$ cat src/rtl/timer_pkg.sv
// Shared constants and FSM encoding for the microwave timer-entry path.
// Entry register layout is {m_tens, m_units, s_tens, s_units}, one BCD nibble each.
package timer_pkg;

  localparam logic [2:0] NUM_DIGITS   = 3'd4;
  localparam logic [3:0] BCD_MAX      = 4'd9;
  localparam logic [3:0] SEC_TENS_MAX = 4'd5;

  localparam int S_UNITS_LSB = 0;
  localparam int S_TENS_LSB  = 4;
  localparam int M_TENS_LSB  = 12;
  localparam int TIME_W      = M_TENS_LSB + 4;

  typedef enum logic [1:0] {
    IDLE    = 2'd0,
    ACCEPT  = 2'd1,
    RELEASE = 2'd2,
    LOCKED  = 2'd3
  } entry_state_t;

  function automatic logic [3:0] sec_tens(input logic [TIME_W-1:0] t);
    return t[S_TENS_LSB +: 4];
  endfunction

endpackage

$ cat src/rtl/key_debounce.sv
// Stable-level counter and code latch for the keypad encoder outputs.
// Phase comes from the owning FSM; press/released/abort are same-cycle strobes.
module key_debounce
  import timer_pkg::*;
#(
  parameter int DEBOUNCE = 4  // must be >= 2: the IDLE cycle counts as the first stable one
) (
  input  logic         clk,
  input  logic         rst,
  input  logic         clr,
  input  entry_state_t state,
  input  logic         key_dv,
  input  logic [3:0]   key_code,
  output logic         press,
  output logic         released,
  output logic         abort,
  output logic [3:0]   code
);

  localparam int CW = $clog2(DEBOUNCE + 1);

  logic [CW-1:0] cnt;
  logic          last;

  assign last = (cnt == CW'(DEBOUNCE - 1));

  always_comb begin
    press    = 1'b0;
    released = 1'b0;
    abort    = 1'b0;
    case (state)
      ACCEPT: begin
        if (key_dv && (key_code == code)) press = last;
        else                              abort = 1'b1;
      end
      RELEASE: released = !key_dv && last;
      default: ;
    endcase
  end

  always_ff @(posedge clk) begin
    if (rst || clr) begin
      cnt  <= '0;
      code <= '0;
    end else begin
      case (state)
        IDLE: begin
          cnt <= key_dv ? CW'(1) : '0;
          if (key_dv) code <= key_code;
        end
        ACCEPT:  cnt <= (press || abort) ? '0 : cnt + CW'(1);
        // Any bounce back to high restarts the release window.
        RELEASE: cnt <= (key_dv || released) ? '0 : cnt + CW'(1);
        default: cnt <= '0;
      endcase
    end
  end

endmodule

$ cat src/rtl/keypad_entry_ctrl.sv
// Keypad entry controller: debounced digit entry into an MM:SS BCD register,
// start validation with a one-cycle load to the countdown timer, and keypad lock.
module keypad_entry_ctrl
  import timer_pkg::*;
#(
  parameter int DEBOUNCE = 4
) (
  input  logic              clk,
  input  logic              rst,
  input  logic [3:0]        key_code,
  input  logic              key_dv,
  input  logic              start,
  input  logic              clear,
  input  logic              busy,
  output logic              enc_en,
  output logic [TIME_W-1:0] time_bcd,
  output logic [2:0]        digit_cnt,
  output logic              load,
  output logic              err,
  output logic              locked,
  output entry_state_t      dbg_state
);

  entry_state_t state;
  logic         seen_busy;
  logic         press;
  logic         released;
  logic         abort;
  logic [3:0]   press_code;
  logic         entry_ok;

  assign dbg_state = state;
  assign entry_ok  = (digit_cnt != 3'd0) && (sec_tens(time_bcd) <= SEC_TENS_MAX);

  key_debounce #(
    .DEBOUNCE (DEBOUNCE)
  ) u_debounce (
    .clk      (clk),
    .rst      (rst),
    .clr      (clear),
    .state    (state),
    .key_dv   (key_dv),
    .key_code (key_code),
    .press    (press),
    .released (released),
    .abort    (abort),
    .code     (press_code)
  );

  always_ff @(posedge clk) begin
    load <= 1'b0;
    err  <= 1'b0;
    if (rst) begin
      state     <= IDLE;
      time_bcd  <= '0;
      digit_cnt <= '0;
      locked    <= 1'b0;
      enc_en    <= 1'b0;
      seen_busy <= 1'b0;
    end else if (clear) begin
      // Clearing does not stop a running timer; it only releases the keypad.
      state     <= IDLE;
      time_bcd  <= '0;
      digit_cnt <= '0;
      locked    <= 1'b0;
      enc_en    <= 1'b1;
      seen_busy <= 1'b0;
    end else begin
      enc_en <= 1'b1;
      case (state)
        IDLE: begin
          if (start && !busy) begin
            if (!entry_ok) begin
              err <= 1'b1;
            end else begin
              load      <= 1'b1;
              state     <= LOCKED;
              locked    <= 1'b1;
              enc_en    <= 1'b0;
              seen_busy <= 1'b0;
            end
          end else if (key_dv) begin
            state <= ACCEPT;
          end
        end
        ACCEPT: begin
          if (press) begin
            state <= RELEASE;
            if ((press_code <= BCD_MAX) && (digit_cnt < NUM_DIGITS)) begin
              time_bcd  <= {time_bcd[M_TENS_LSB-1:S_UNITS_LSB], press_code};
              digit_cnt <= digit_cnt + 3'd1;
            end
          end else if (abort) begin
            state <= IDLE;
          end
        end
        RELEASE: begin
          if (released) state <= IDLE;
        end
        LOCKED: begin
          enc_en <= 1'b0;
          if (busy) seen_busy <= 1'b1;
          // Exit only on the falling edge of busy, so a slow timer start is tolerated.
          if (seen_busy && !busy) begin
            state     <= IDLE;
            time_bcd  <= '0;
            digit_cnt <= '0;
            locked    <= 1'b0;
            enc_en    <= 1'b1;
            seen_busy <= 1'b0;
          end
        end
        default: state <= IDLE;
      endcase
    end
  end

endmodule

$ cat config.mk
export PLATFORM = sky130hd
export DESIGN_NAME = keypad_entry_ctrl
export DESIGN_NICKNAME = d
export VERILOG_FILES = /design/src/rtl/timer_pkg.sv /design/src/rtl/key_debounce.sv /design/src/rtl/keypad_entry_ctrl.sv
export SDC_FILE = /design/constraint.sdc
export NUM_CORES = 1
export LEC_CHECK = 0
export ABC_CLOCK_PERIOD_IN_PS = 2660
export CAP_MARGIN = 25
export CELL_PAD_IN_SITES_DETAIL_PLACEMENT = 2
export CELL_PAD_IN_SITES_GLOBAL_PLACEMENT = 2
export CORE_MARGIN = 1
export CORE_UTILIZATION = 30
export DETAILED_ROUTE_END_ITERATION = 10
export PLACE_DENSITY_LB_ADDON = 0.1
export SKIP_LAST_GASP = 1
export SYNTH_ARGS = -nofsm -noshare
export SYNTH_HDL_FRONTEND = slang
export SYNTH_HIERARCHICAL = 1
export SYNTH_SLANG_ARGS = --single-unit
$ cat constraint.sdc
create_clock -name clk -period 2.66 [get_ports clk]
set_input_delay 0.266 -clock clk [delete_from_list [all_inputs] [get_ports clk]]
set_output_delay 0.266 -clock clk [all_outputs]
set_load 0.03 [all_outputs]
==> summary.md <==
| Metric | Value |
|---|---|
| Number of global-route vias before repair | 1758 |
| DIE AREA | 5940 um^2 |
| Fillers | 593 |
| Syn_nets | 209 |
| Total Routed Length | 5270 um |
| Top cell type's share of synthesized area | 39.1% |
| Overflow after GRT | 0 |
| DR vias | 1599 |
| Slowest-stage cell, CP | clkdlybuf4s50_1 |
| Number of register bits inferred by synthesis | 33 |
| Hold path depth | 2 |
| Root buf cell | clkbuf_8 |
| Post-layout util | 41.9% |
| Crit path DAT | 2580 ps |
| Cts hold-fix bufs | 0 |
| First-pass GRT wire length | 8850 um |
| Busiest layer in global routing | met2 |
| Worst clock skew | 5.90 ps |
| Synth Area in Simple Gates | 26.6% |
| Min Tclk post-route | 2440 ps |
| Placed Instance Area | 2100 um^2 |
| EDFF count, synth | 0 |
| Worst-path clk slew | 70 ps |
| Crit share post-route | 91.9% |
| Crit path capture type | flop |
| Nets | 243 |
| Post-synth top cells | dfxtp_1, a21oi_1, o21ai_0 |
| Clock Path Buffers | 2 |
| Die H | 77.1 um |
| Syn. warnings | 6 |
| Initial antenna violation count | 0 |
| Synth area leaders | dfxtp_1, nand4b_1, ha_1 |
| Reg2reg end | time_bcd[14] |
| Die extent in x | 77.1 um |
| Hpwl dp | 3750 um |
| Pin count of the biggest net entering global routing | 22 |
| Initial DRC count | 43 |
| CTS resizes | 0 |
| Worst r2r path cells | 9 |
| Share of cells above drive strength 1 | 9.29% |
| Final setup vio count | 0 |
| GR Util met1 | 22.4% |
| Clk_lat worst skew | 290 ps |
| Status | complete, no violations |
| Hold WS | 482 ps |
| Area Overhead vs Synth | 30.5% |
| GR Util met3 | 4.40% |
| Peak per-stage delay on the critical path | 520 ps |
| HP Class | flop to flop |
| CTS Buf Count | 5 |
| Power per cell area | 504 nW/um^2 |
| Drt wl/cell | 17.8 um |
| Post-Layout Cell Count | 296 |
| Routed vias/inst | 5.40 |
| Synth Instances | 191 |
| Asr flop ratio synth | 0% |
| Worst hold endpoint | time_bcd[12] |
| Adder-cell share of the synthesized area | 5.92% |
| Boundary pin count | 35 |
| IO Port Bufs | 34 |
| Slew headroom | 48.3% |
| R2r setup slk | 340 ps |
| Initial Util | 32.1% |
| Yosys top cell by area | dfxtp_1 |
| Final hold viol count | 0 |
| Tot GR Track Use | 19.0% |
| Routed Antenna Nets | 0 |
| IR Drop Worst-Case VDD | 0.301 mV |
| Clk sink count | 33 |
| RSZ-0062 raised after global routing | no |
| Leakage | 0.762 nW |
| First drt pass iteration count | 4 |
| Rows | 26 |
| Final instance area | 2210 um^2 |
| Post-synth cell types | 44 |
| DP Cell Count | 288 |
| DRC errors left | 0 |
| Max-cap violations | 0 |
| H-tree Lvls | 2 |
| Routability Congestion | 0.740 |
| GR Layer Usage met2 | 34.4% |
| Syn Std Cell Area | 1690 um^2 |
| Critical Path RT | 2800 ps |
| Top_reg_cell synth | dfxtp_1 |
| Seq/Total Area, Yosys | 39.1% |
| Count leader, synth | dfxtp_1 |
| Avg Inst Size Synth | 8.85 um^2 |
| Slew @ Worst Pin | 776 ps |
| Crit Path Category | input port to flop |
| Largest family of logic cells by synthesized area | simple AND/OR/NAND/NOR gates |
| Critical-path cell list | clkdlybuf4s50_1, and2b_1, nor3_2, and4_1, and4b_1, nand2b_1, o21a_1, buf_4, o21ai_0, a21oi_1 |
| CP max FO | 11 |
| Hold path startpoint | time_bcd[12] |
| Synth Area in XOR/XNOR | 1.55% |
| TritonCTS clock tree | yes |
| Setup repair bufs after CTS | 0 |
| Fmax | 0.409 GHz |
| Core ar. | 5270 um^2 |
| # diodes | 0 |
| Worst setup SP type | input port |
| R2R Path Start | u_debounce/code[3] |
| Final slew viol count | 0 |
| Mux cell area share after synthesis | 2.96% |
| Compound-cell area share of the yosys netlist | 18.4% |
-- cells in the final DEF (no fill, tap or decap), drive strengths merged, types with 2 or more instances in the layout --
master and n:
clkdlybuf4s50 34, or2 2, a31oi 5, nor2 12, nor3 3, inv 9, a21oi 20, xor2 2
nand2 4, nor2b 3, buf 6, ha 8, and2 4, nand3 3, mux2i 5, o21a 2
or3 2, nor4 2, o21ai 20, nand4b 17, dfxtp 33, nand2b 6, clkbuf 7
-- cell families after synthesis --
group	after synthesis
flops	33
compound gates	54
simple gates	66
xor+xnor	3
buf+inv	22
fa+ha+maj	8
mux	5
-- critical path: cells and delay by family --
| family | cells | cell delay, ps |
|---|---|---|
| AO/OA/AOI/OAI | 3 | 610 |
| buffers and inverters | 2 | 740 |
| AND/OR/NAND/NOR | 5 | 970 |
-- worst max-delay path by stage --
stage	startpoint	end	depth (start not counted)	slack, ps
floorplan	u_debounce/code[3]	time_bcd[10]	9	530
global placement	key_code[1]	time_bcd[14]	10	90
detailed placement	key_code[1]	time_bcd[14]	10	-90
CTS	key_code[1]	time_bcd[14]	10	210
global route	key_code[1]	time_bcd[14]	10	90
finish	key_code[1]	time_bcd[14]	10	220
-- routing by layer --
metal	wire length (um)	part of all wire (%)
met5	0	0
met2	2600	49
met4	59	1.1
met1	2430	46
met3	182	3.5
-- per-stage QoR --
stage | worst slack (ps) | setup TNS, ps | total power, mW
floorplan | 532 | 0 | 0.625
global placement | 91.8 | 0 | 0.681
detailed placement | -90.7 | -199 | 0.688
CTS | 212 | 0 | 1.13
global route | 85.4 | 0 | 1.16
finish | 216 | 0 | 1.11
-- state kept, by name, indices dropped and copies added, names as in the netlist --
signal,flops
u_debounce/cnt,3
load,1
err,1
time_bcd,16
enc_en,1
seen_busy,1
digit_cnt,3
locked,1
u_debounce/code,4
dbg_state,2
-- area by class of cell --
cell class              count  area, um^2  share of cell area, %
clock buffers               7        96.3                   4.37
clock inverters             1        5.00                  0.227
inverters                   9        33.8                   1.53
flip-flops and latches     33         661                   29.9
multi-input cells         136         937                   42.5
repair buffers             40         385                   17.5
well taps                  70        87.6                   3.97
-- where the power goes --
group	switching [mW]	leakage, nW	internal (mW)
Combinational	0.0999	0.441	0.0636
Clock	0.199	0.0542	0.234
Sequential	0.0115	0.267	0.502
Total	0.311	0.762	0.800
(Power assumes the default switching activity.)
